`src/rtl/divisor_sequencial_pkg.sv`:
```
// Shared types and constants for the sequential restoring divider.
package divisor_sequencial_pkg;

  typedef enum logic [1:0] {
    IDLE = 2'd0,
    CALC = 2'd1,
    DONE = 2'd2
  } state_t;

  localparam int N_DEFAULT     = 4;
  localparam int CNT_W_DEFAULT = $clog2(N_DEFAULT);

  // Step counter width; never narrower than one bit.
  function automatic int cnt_width(input int n);
    return (n > 2) ? $clog2(n) : 1;
  endfunction

endpackage

```
`src/rtl/divisor_sequencial_if.sv`:
```
// Start/done handshake and operand/result bus between controller and divider.
interface divisor_sequencial_if
  import divisor_sequencial_pkg::*;
#(
  parameter int N = N_DEFAULT
);
  logic         start;
  logic [N-1:0] A;
  logic [N-1:0] B;
  logic [N-1:0] Q;
  logic [N-1:0] R;
  logic         busy;
  logic         done;
  logic         div_zero;

  modport master (output start, A, B, input Q, R, busy, done, div_zero);
  modport slave  (input start, A, B, output Q, R, busy, done, div_zero);
endinterface

```
`src/rtl/divisor_sequencial_subtrator.sv`:
```
// One trial-subtraction stage: diff = p - b via p + ~b + 1, borrow = ~carry.
module estagio_subtrator #(
  parameter int W = 5
) (
  input  logic [W-1:0] p,
  input  logic [W-1:0] b,
  output logic [W-1:0] diff,
  output logic         borrow
);
  logic carry;

  assign {carry, diff} = {1'b0, p} + {1'b0, ~b} + {{W{1'b0}}, 1'b1};
  assign borrow        = ~carry;
endmodule

```
`src/rtl/divisor_sequencial.sv`:
```
// Sequential unsigned restoring divider, one quotient bit per clock.
// Optional DIVZERO_FLAG_EN: detect B=0 at accept, report div_zero with 1-edge latency.
module divisor_sequencial
  import divisor_sequencial_pkg::*;
#(
  parameter int N = N_DEFAULT
) (
  input  logic                clk,
  input  logic                rst,
  divisor_sequencial_if.slave bus
);
  localparam int            CW       = cnt_width(N);
  localparam logic [CW-1:0] CNT_LOAD = CW'(N - 1);

  state_t        state, state_nx;
  logic [CW-1:0] cnt;
  logic [N-1:0]  dvd, dvs, q_int;
  logic [N-1:0]  q_reg, r_reg;
  logic [N:0]    p, shifted, trial, p_nx;
  logic          brw, accept, zero_acc, zero_pend, last;

  // The partial remainder's top bit and the oldest quotient bit shift out by construction.
  logic unused_bits;
  assign unused_bits = ^{p[N], q_int[N-1]};

  assign shifted = {p[N-1:0], dvd[N-1]};

  estagio_subtrator #(.W(N + 1)) u_sub (
    .p      (shifted),
    .b      ({1'b0, dvs}),
    .diff   (trial),
    .borrow (brw)
  );

  assign p_nx = brw ? shifted : trial;
  assign last = (state == CALC) && (cnt == '0);

  always_comb begin
    state_nx = state;
    accept   = 1'b0;
    zero_acc = 1'b0;
    case (state)
      IDLE: if (bus.start) accept = 1'b1;
      CALC: if (cnt == '0) state_nx = DONE;
      DONE: begin
        // While a zero-divisor result is pending, the handshake is not yet complete.
        if (!zero_pend) begin
          if (bus.start) accept = 1'b1;
          else           state_nx = IDLE;
        end
      end
      default: state_nx = IDLE;
    endcase
    if (accept) begin
      state_nx = CALC;
`ifdef DIVZERO_FLAG_EN
      if (bus.B == '0) begin
        zero_acc = 1'b1;
        state_nx = DONE;
      end
`endif
    end
  end

  always_ff @(posedge clk or posedge rst) begin
    if (rst) begin
      state     <= IDLE;
      cnt       <= '0;
      zero_pend <= 1'b0;
    end else begin
      state     <= state_nx;
      zero_pend <= zero_acc;
      if (accept)                        cnt <= CNT_LOAD;
      else if (state == CALC && cnt != '0) cnt <= cnt - CW'(1);
    end
  end

  // Datapath registers: loaded at accept, advanced once per CALC cycle.
  always_ff @(posedge clk) begin
    if (accept) begin
      dvd   <= bus.A;
      dvs   <= bus.B;
      p     <= '0;
      q_int <= '0;
    end else if (state == CALC) begin
      dvd   <= {dvd[N-2:0], 1'b0};
      p     <= p_nx;
      q_int <= {q_int[N-2:0], ~brw};
    end
  end

`ifdef DIVZERO_FLAG_EN
  logic dz_reg;

  always_ff @(posedge clk or posedge rst) begin
    if (rst) begin
      q_reg  <= '0;
      r_reg  <= '0;
      dz_reg <= 1'b0;
    end else begin
      if (last) begin
        q_reg <= {q_int[N-2:0], ~brw};
        r_reg <= p_nx[N-1:0];
      end
      if (accept && !zero_acc) dz_reg <= 1'b0;
      if (state == DONE && zero_pend) begin
        q_reg  <= '1;
        r_reg  <= dvd;
        dz_reg <= 1'b1;
      end
    end
  end

  assign bus.div_zero = dz_reg;
`else
  always_ff @(posedge clk or posedge rst) begin
    if (rst) begin
      q_reg <= '0;
      r_reg <= '0;
    end else if (last) begin
      q_reg <= {q_int[N-2:0], ~brw};
      r_reg <= p_nx[N-1:0];
    end
  end

  assign bus.div_zero = 1'b0;
`endif

  assign bus.Q    = q_reg;
  assign bus.R    = r_reg;
  assign bus.busy = (state == CALC);
  assign bus.done = (state == DONE) && !zero_pend;

endmodule

```
`src/flat_wrapper.sv`:
```
// flat-port wrapper written by rule: the top's interface ports become plain ports
module divisor_sequencial_flat import divisor_sequencial_pkg::*;
#(
  parameter int N = N_DEFAULT
)
  (clk, rst, bus_start, bus_A, bus_B, bus_Q, bus_R, bus_busy, bus_done, bus_div_zero);
  divisor_sequencial_if #(.N(N)) bus_i ();
  input  logic clk;
  input  logic rst;
  input wire logic [$bits(bus_i.start)-1:0] bus_start;
  input wire logic [$bits(bus_i.A)-1:0] bus_A;
  input wire logic [$bits(bus_i.B)-1:0] bus_B;
  output wire logic [$bits(bus_i.Q)-1:0] bus_Q;
  output wire logic [$bits(bus_i.R)-1:0] bus_R;
  output wire logic [$bits(bus_i.busy)-1:0] bus_busy;
  output wire logic [$bits(bus_i.done)-1:0] bus_done;
  output wire logic [$bits(bus_i.div_zero)-1:0] bus_div_zero;
  assign bus_i.start = bus_start;
  assign bus_i.A = bus_A;
  assign bus_i.B = bus_B;
  assign bus_Q = bus_i.Q;
  assign bus_R = bus_i.R;
  assign bus_busy = bus_i.busy;
  assign bus_done = bus_i.done;
  assign bus_div_zero = bus_i.div_zero;
  divisor_sequencial #(.N(N)) u_core (.clk(clk), .rst(rst), .bus(bus_i));
endmodule
```
`config.mk`:
```
export PLATFORM = sky130hd
export DESIGN_NAME = divisor_sequencial_flat
export DESIGN_NICKNAME = d
export VERILOG_FILES = /design/src/rtl/divisor_sequencial_pkg.sv /design/src/rtl/divisor_sequencial_if.sv /design/src/rtl/divisor_sequencial_subtrator.sv /design/src/rtl/divisor_sequencial.sv /design/src/flat_wrapper.sv
export SDC_FILE = /design/constraint.sdc
export NUM_CORES = 1
export LEC_CHECK = 0
export ABC_AREA = 1
export CORE_MARGIN = 5
export CORE_UTILIZATION = 59
export CTS_BUF_LIST = sky130_fd_sc_hd__clkbuf_16
export DETAILED_ROUTE_END_ITERATION = 6
export DONT_BUFFER_PORTS = 1
export PLACE_DENSITY = 0.75
export SLEW_MARGIN = 20
export SYNTH_ARGS = -nofsm -noshare
export SYNTH_HDL_FRONTEND = slang
export SYNTH_SLANG_ARGS = --single-unit
```
`constraint.sdc`:
```
create_clock -name clk -period 2 [get_ports clk]
set_input_delay 0.6 -clock clk [delete_from_list [all_inputs] [get_ports clk]]
set_output_delay 0.6 -clock clk [all_outputs]
set_load 0.01 [all_outputs]
```
After elaboration in Yosys (flattened, before gate mapping)
Index checks and enable logic that the tools add are counted.
{"block": "op_classes", "n_addsub": 3, "n_eq_ne": 5, "muxes": 11, "n_bitwise": 1, "reduce_logical": 9}
{"operator": "4-bit two-way mux", "count": 3}
{"operator": "2-bit two-way mux", "count": 5}
{"operator": "5-bit by 5-bit adder with 6-bit output", "count": 1}
{"operator": "6-bit by 1-bit adder with 6-bit output (second input constant)", "count": 1}
{"operator": "2-bit one-hot mux with 3 select lines", "count": 1}
{"operator": "2-bit nonzero test", "count": 3}
{"operator": "4-bit NOT with 5-bit output", "count": 1}
{"operator": "2-bit logical NOT", "count": 2}
{"operator": "3-bit by 1-bit != test with 1-bit output (second input constant)", "count": 1}
{"operator": "3-bit by 2-bit != test with 1-bit output (second input constant)", "count": 1}
{"operator": "3-bit AND reduction", "count": 1}
{"operator": "2-bit by 1-bit == test with 1-bit output (second input constant)", "count": 1}
{"operator": "2-bit == test (second input constant)", "count": 1}
{"operator": "1-bit logical AND", "count": 2}
{"operator": "1-bit two-way mux", "count": 2}
{"operator": "2-bit by 1-bit != test with 1-bit output (second input constant)", "count": 1}
{"operator": "2-bit OR reduction", "count": 1}
{"operator": "2-bit by 1-bit subtractor with 2-bit output (second input constant)", "count": 1}
{"block": "word_totals", "regBits": 27, "input_bits": 11, "output_inout_bits": 11, "wordCells": 37}

Longest topological paths before layout
Gate-level depths: netlist of run 1.
{"block": "logic_depth", "depth_word": 5, "depth_mapped": 10, "depth_no_buf": 10}

Cells and area by module
A second synthesis of run 1 with hierarchy kept.
{"block": "hier_totals", "cells_unflattened": 163, "hier_area_um2": 1313.8}
{"module": "divisor_sequencial", "n_inst": 1, "cells_per_inst": 124, "area_per_inst_um2": 1087.3, "seq_area_each_um2": 680.7}
{"module": "estagio_subtrator", "n_inst": 1, "cells_per_inst": 39, "area_per_inst_um2": 226.5, "seq_area_each_um2": 0.0}

Least setup slack after synthesis of run 1
Ideal clock, no wire load.
{"block": "synth_path", "kind": "register -> register", "startpoint": "reg u_core.dvd[3]", "endpoint": "reg u_core.r_reg[2], in the netlist u_core.bus.R[2]", "setup_time_ns": 0.116, "t_arrival_ns": 1.298, "t_required_ns": 1.884, "setup_slack_ns": 0.586, "stages_incl_launch_ff": 10, "n_path_buf": 0, "synth_period_minus_slack_ns": 1.414, "path_cell_list": "edfxtp_1 > inv_1 > ha_1 > inv_1 > fa_1 > xor2_1 > nand2_1 > nand2_1 > nand2_1 > nand2_1"}
{"block": "synth_between", "elab_chain_cells": 3}
{"element": "start: declaration", "line": "divisor_sequencial.sv:17", "source": "logic [N-1:0] dvd, dvs, q_int;"}
{"element": "start signal: assignment", "line": "divisor_sequencial.sv:81", "source": "dvd <= bus.A;"}
{"element": "start signal: assignment", "line": "divisor_sequencial.sv:86", "source": "dvd <= {dvd[N-2:0], 1'b0};"}
{"element": "5-bit by 5-bit adder with 6-bit output", "line": "divisor_sequencial_subtrator.sv:12", "source": "assign {carry, diff} = {1'b0, p} + {1'b0, ~b} + {{W{1'b0}}, 1'b1};"}
{"element": "6-bit by 1-bit adder with 6-bit output", "line": "divisor_sequencial_subtrator.sv:12"}
{"element": "4-bit two-way mux", "line": "divisor_sequencial.sv:35", "source": "assign p_nx = brw ? shifted : trial;"}
{"element": "end signal: assignment", "line": "divisor_sequencial.sv:122", "source": "r_reg <= p_nx[N-1:0];"}
{"element": "end: declaration", "line": "divisor_sequencial.sv:18", "source": "logic [N-1:0] q_reg, r_reg;"}
Every way passes these cells.
A chain may end at the register's enable or synchronous reset.

Worst setup path in the final report of run 1
{"block": "layout_path", "startpoint": "reg u_core.dvs[3]", "endpoint": "reg u_core.r_reg[0], in the netlist u_core.bus.R[0]"}
{"block": "layout_between", "elab_chain_cells": 4}
{"element": "start: declaration", "line": "divisor_sequencial.sv:17"}
{"element": "start signal: assignment", "line": "divisor_sequencial.sv:82", "source": "dvs <= bus.B;"}
{"element": "4-bit NOT with 5-bit output", "line": "divisor_sequencial_subtrator.sv:12"}
{"element": "5-bit by 5-bit adder with 6-bit output", "line": "divisor_sequencial_subtrator.sv:12"}
{"element": "6-bit by 1-bit adder with 6-bit output", "line": "divisor_sequencial_subtrator.sv:12"}
{"element": "4-bit two-way mux", "line": "divisor_sequencial.sv:35"}
Every way passes these cells.

==> impl_metrics.env, run 1 <==
export IMPL_r2r_end="u_core.bus.R[0]"
export IMPL_r2r_cells=9
export IMPL_htreeDepth=1
export IMPL_yosysWarnings=0
export IMPL_ios=22
export IMPL_netlist_area_leader_share_pct=23.7
export IMPL_fin_crit_sh_pct=78.5
export IMPL_routed_wl_mm=2.26
export IMPL_antenna_found_initial=0
export IMPL_grt_usage_pct=16.0
export IMPL_setup_tns_ns=0
export IMPL_clk_latency_ns=0.26
export IMPL_detailed_place_hpwl_mm=1.72
export IMPL_cts_root_buf="clkbuf_16"
export IMPL_crit_arrival_ns=1.72
export IMPL_syn_to_final_growth_pct=7.60
export IMPL_dr_pass1_iters=4
export IMPL_port_buffers=0
export IMPL_crit_path_start_kind="flip-flop"
export IMPL_fp_row_count=16
export IMPL_viasPerCell=5.15
export IMPL_cp_end_kind="flip-flop"
export IMPL_synthArstFlopShare_pct=44.4
export IMPL_power_density_nw_per_um2=1810
export IMPL_hold_viol=0
export IMPL_worstPathRequired_ns=2.15
export IMPL_drc=0
export IMPL_yosysUniqueCellTypes=24
export IMPL_cts_resized=0
export IMPL_skew_ns=0.00313
export IMPL_ir_worst_vdd_uv=1180
export IMPL_synth_area_leader_cell="dfrtp_1"
export IMPL_cp_common_cell="nand3_1"
export IMPL_wl_per_cell_um=13.2
export IMPL_drv_slew=0
export IMPL_die_width_um=56.4
export IMPL_syn_cell_area_um2=1270
export IMPL_final_cell_area_um2=1360
export IMPL_critPathBufInv=2
export IMPL_hold_buffers=0
export IMPL_grt_pass1_wl_mm=3.99
export IMPL_fin_nets=162
export IMPL_status="finished clean"
export IMPL_cts_buffers=3
export IMPL_synth_common_cells="46 x nand2_1, 24 x inv_1, 12 x dfrtp_1, 10 x nand3_1, 8 x edfxtp_1"
export IMPL_cts_setup_buffers=0
export IMPL_synth_edff_count=8
export IMPL_synth_nets=159
export IMPL_setup_viol=0
export IMPL_grt_ovfl_total=0
export IMPL_grt_pass1_vias=904
export IMPL_hold_path_class="in2async"
export IMPL_antennaDiodeCount=0
export IMPL_grt_max_degree=17
export IMPL_fill_cells=163
export IMPL_fmax_mhz=637
export IMPL_p_leak_nw=0.706
export IMPL_cpLargestDelayFamily="simple AND/OR/NAND/NOR gates"
export IMPL_path_class="reg2reg"
export IMPL_synth_seq_cells=27
export IMPL_path_depth=9
export IMPL_start_util_pct=63.3
export IMPL_synthTopCellsByArea="dfrtp_1 24%, edfxtp_1 19%, nand2_1 14%"
export IMPL_yosysMostFrequentCell="nand2_1"
export IMPL_syn_area_per_cell_um2=8.93
export IMPL_antenna_left=0
export IMPL_die_h_um=56.4
export IMPL_seqCellArea_um2=681
export IMPL_die_area_um2=3180
export IMPL_multi_input_area_um2=464
export IMPL_crit_chain="inv_1 > ha_1 > inv_1 > nor2_1 > nand3_1 > nand3_1 > nand2_1 > nand3_1 > nand2_1"
export IMPL_gp_congestion=0.892
export IMPL_slowest_delay_ns=0.34
export IMPL_ctsLongestPathBuffers=2
export IMPL_drtIter0Drc=22
export IMPL_path_max_fanout=5
export IMPL_synth_seq_area_share_pct=53.7
export IMPL_rsz0062_at_grt="no"
export IMPL_max_cap_viol_count=0
export IMPL_synth_main_ff_cell="dfrtp_1"
export IMPL_clk_pin_slew_ns=0.07
export IMPL_rrSetupSlack_ns=0.43
export IMPL_crit_reg2reg_launch="u_core.dvs[3]"
export IMPL_drive_gt1_share_pct=9.72
export IMPL_cp_startpoint="u_core.dvs[3]"
export IMPL_synth_cells=142
export IMPL_min_period_ns=1.57
export IMPL_critPathSlowestCell="edfxtp_1"
export IMPL_crit_end="u_core.bus.R[0]"
export IMPL_core_area_um2=2000
export IMPL_via_count=880
export IMPL_place_area_um2=1280
export IMPL_cts_sinks=27
export IMPL_cts_tree="built"
-- where the power goes --
group | internal [W] | switching, W
Sequential | 0.000833 | 0.000165
Combinational | 0.000332 | 0.000687
Clock | 0.000272 | 0.000182
-- kinds of logic (layout without fill, tap and decap cells) --
| logic type | count (synthesis) | in the layout | share of synthesized area, % |
|---|---|---|---|
| AND/OR/NAND/NOR | 67 | 67 | 23.7 |
| buffers and inverters | 29 | 31 | 9.68 |
| flip-flops | 27 | 27 | 53.7 |
| AO/OA/AOI/OAI | 11 | 11 | 5.43 |
| adder cells (fa/ha/maj) | 6 | 6 | 6.52 |
| other | 1 | 1 | 0.296 |
| XOR/XNOR | 1 | 1 | 0.691 |
-- metrics by stage --
step	utilization (%)	total power (W)	worst slack, ns	hold WS (ns)	cells
final	68.1	0.00247	0.430	0.229	171
after global routing	68.1	0.00269	0.272	0.272	171
after CTS	68.1	0.00249	0.434	0.243	171
after detailed placement	64.1	0.00202	0.450	0.471	167
after global placement	64.1	0.00196	0.543	0.461	167
after floorplan	-	0.00181	0.586	0.442	142
-- sequential cells by signal, indices dropped and copies added (netlist names) --
register and count:
u_core.bus.Q 4, u_core.bus.R 4, u_core.cnt 2, u_core.dvd 4, u_core.dvs 4, u_core.p 4, u_core.q_int 3, u_core.state 2
-- routing by layer --
layer  wire length (um)  share of wire (%)  global-route usage (%)  up-vias
met4                 28                1.2                    5.42        0
li1                   -                  -                       -      447
met3                107                4.7                    4.36        4
met1                962                 43                    18.8      409
met5                  0                  0                       0        -
met2               1160                 51                    27.9       20
-- worst reg2reg max path, stage by stage (launching register included) --
cell	delay, ns
edfxtp_1	0.34
inv_1	0.05
ha_1	0.31
inv_1	0.05
nor2_1	0.13
nand3_1	0.11
nand3_1	0.20
nand2_1	0.11
nand3_1	0.12
nand2_1	0.05
-- worst min-delay path by stage --
stage	start	to	slack, ns	cells past startpoint
2_1_floorplan	u_core.q_int[2]	u_core.bus.Q[3]	0.44	2
3_3_place_gp	u_core.q_int[2]	u_core.bus.Q[3]	0.46	2
3_5_place_dp	u_core.q_int[2]	u_core.bus.Q[3]	0.47	2
4_1_cts	rst	u_core.cnt[1]	0.24	1
5_1_grt	rst	u_core.cnt[1]	0.27	1
6_report	rst	u_core.cnt[1]	0.23	1
-- cell usage in the layout (no fill, tap or decap), drive strengths merged --
cell type / n
conb: 1
nand2: 47
nor2: 9
nand4: 1
fa: 1
dfxtp: 7
a21oi: 2
edfxtp: 8
clkbuf: 3
inv: 28
o21ai: 7
o22ai: 2
xor2: 1
dfrtp: 12
nand3: 10
ha: 5
-- cell type report --
cell class | count | area share [%]
multi-input combinational | 86 | 34.0
inverter | 27 | 7.61
sequential | 27 | 49.9
tap | 27 | 2.48
clock inverter | 1 | 0.459
clock buffer | 3 | 5.50
Power figures use the tool's default switching activity.
==> inputs of run 2 (changes only) <==
==> constraint.sdc (replaced) <==
create_clock -name clk -period 1.5 [get_ports clk]
set_input_delay 0.45 -clock clk [delete_from_list [all_inputs] [get_ports clk]]
set_output_delay 0.45 -clock clk [all_outputs]
set_load 0.01 [all_outputs]
==> impl_metrics.env, run 2 (synthesis results as in run 1) <==
export IMPL_drc=0
export IMPL_detailed_place_hpwl_mm=1.66
export IMPL_clk_pin_slew_ns=0.07
export IMPL_status="finished, violations left"
export IMPL_htreeDepth=1
export IMPL_cts_tree="built"
export IMPL_hold_path_class="in2async"
export IMPL_drv_slew=0
export IMPL_die_h_um=56.4
export IMPL_hold_viol=0
export IMPL_setup_viol=1
export IMPL_setup_ws_ns=-0.0324
export IMPL_clk_latency_ns=0.26
export IMPL_final_cell_area_um2=1480
export IMPL_grt_pass1_wl_mm=4.29
export IMPL_fin_nets=166
export IMPL_port_buffers=0
export IMPL_dr_pass1_iters=4
export IMPL_cts_sinks=27
export IMPL_place_area_um2=1300
export IMPL_ir_worst_vdd_uv=1240
export IMPL_routed_wl_mm=2.71
export IMPL_rrSetupSlack_ns=-0.03
export IMPL_ctsLongestPathBuffers=2
export IMPL_rsz0062_at_grt="yes"
export IMPL_die_width_um=56.4
export IMPL_antenna_left=0
export IMPL_wl_per_cell_um=15.5
export IMPL_crit_arrival_ns=1.68
export IMPL_cp_end_kind="flip-flop"
export IMPL_skew_ns=0.00593
export IMPL_syn_to_final_growth_pct=16.6
export IMPL_gp_congestion=0.912
export IMPL_cts_buffers=3
export IMPL_grt_usage_pct=17.5
export IMPL_fp_row_count=16
export IMPL_worstPathRequired_ns=1.65
export IMPL_viasPerCell=5.35
export IMPL_ios=22
export IMPL_violations="setup timing"
export IMPL_min_period_ns=1.53
export IMPL_via_count=936
export IMPL_r2r_end="u_core.bus.R[2]"
export IMPL_antennaDiodeCount=0
export IMPL_fin_crit_sh_pct=102
export IMPL_fmax_mhz=653
export IMPL_path_class="reg2reg"
export IMPL_path_max_fanout=2
export IMPL_die_area_um2=3180
export IMPL_p_leak_nw=0.735
export IMPL_r2r_cells=9
export IMPL_grt_pass1_vias=996
export IMPL_cts_root_buf="clkbuf_16"
export IMPL_mostFrequentLayoutCell="nand2_1"
export IMPL_drive_gt1_share_pct=23.0
export IMPL_start_util_pct=63.3
export IMPL_max_cap_viol_count=0
export IMPL_crit_path_start_kind="flip-flop"
export IMPL_hold_worst_slack_ns=0.0812
export IMPL_power_density_nw_per_um2=2490
export IMPL_hold_buffers=0
export IMPL_core_area_um2=2000
export IMPL_grt_ovfl_total=0
export IMPL_final_cell_mix="43 x nand2_1, 21 x inv_1, 12 x dfrtp_1"
export IMPL_antenna_found_initial=0
export IMPL_drtIter0Drc=50
export IMPL_crit_reg2reg_launch="u_core.dvd[3]"
export IMPL_grt_max_degree=16
## run 2: final cells by class
class,instances,area [um^2]
fillers,145,524
flip-flops and latches,27,681
clock inverters,1,5.00
repair buffers,4,30.0
clock buffers,3,75.1
inverters,27,106
multi-input cells,86,547
well taps,27,33.8
## run 2: through the flow
| step | instances | total power, W | setup WS, ns | TNS (ns) | utilization [%] |
|---|---|---|---|---|---|
| 6_report | 175 | 0.00367 | -0.0324 | -0.0324 | 73.8 |
| 5_1_grt | 175 | 0.00397 | -0.0857 | -0.347 | 73.8 |
| 4_1_cts | 175 | 0.00345 | -0.0543 | -0.0698 | 70.7 |
| 3_5_place_dp | 169 | 0.00273 | -0.0492 | -0.0900 | 64.8 |
| 3_3_place_gp | 169 | 0.00266 | 0.0437 | 0 | 64.8 |
| 2_1_floorplan | 142 | 0.00241 | 0.0857 | 0 | - |
## run 2: worst max-delay path by stage
stage                  start         endpoint  slack [ns]  cells after the start
6_report       u_core.dvd[3]  u_core.bus.R[2]       -0.03                      9
5_1_grt        u_core.dvd[3]  u_core.bus.R[2]       -0.09                      9
4_1_cts        u_core.dvd[3]  u_core.bus.R[2]       -0.05                      9
3_5_place_dp   u_core.dvd[3]  u_core.bus.R[2]       -0.05                      9
3_3_place_gp   u_core.dvs[3]  u_core.bus.R[0]        0.04                      9
2_1_floorplan  u_core.dvd[3]  u_core.bus.R[2]        0.09                      9
## run 2: routing by layer
| layer | up-vias | global-route usage (%) | wire (um) |
|---|---|---|---|
| li1 | 450 | - | - |
| met1 | 427 | 20.8 | 1090 |
| met2 | 46 | 28.5 | 1330 |
| met3 | 13 | 5.05 | 188 |
| met4 | 0 | 9.15 | 102 |
| met5 | - | 0 | 0 |
## run 2: critical path, cell delays in order (launching register included)
cell and delay [ns]:
edfxtp_1 0.40, inv_2 0.10, ha_4 0.14, inv_4 0.04
fa_2 0.34, xor2_1 0.15, nand2_1 0.05, nand2_1 0.07
nand2_1 0.08, nand2_1 0.06
## run 2: report_power, final
group / leakage [nW] / total (W) / internal, W / switching, W
Clock: 0.0409 / 0.000603 / 0.000360 / 0.000243
Combinational: 0.409 / 0.00171 / 0.000622 / 0.00109
Sequential: 0.285 / 0.00136 / 0.00111 / 0.000249
## run 2: what timing repair did
action	CTS	global route
pin swaps	3	8
endpoints found under the setup margin	6	8
gates resized for setup	7	13
buffers inserted	2	0
==> inputs of run 3 (changes only) <==
--- a/config.mk
+++ b/config.mk
@@ -6,6 +6,7 @@
 export NUM_CORES = 1
 export LEC_CHECK = 0
 export ABC_AREA = 1
+export CAP_MARGIN = 20
 export CORE_MARGIN = 5
 export CORE_UTILIZATION = 59
 export CTS_BUF_LIST = sky130_fd_sc_hd__clkbuf_16
==> results of run 3 <==
Final layout, timing and power as in run 2 (identical DEF).
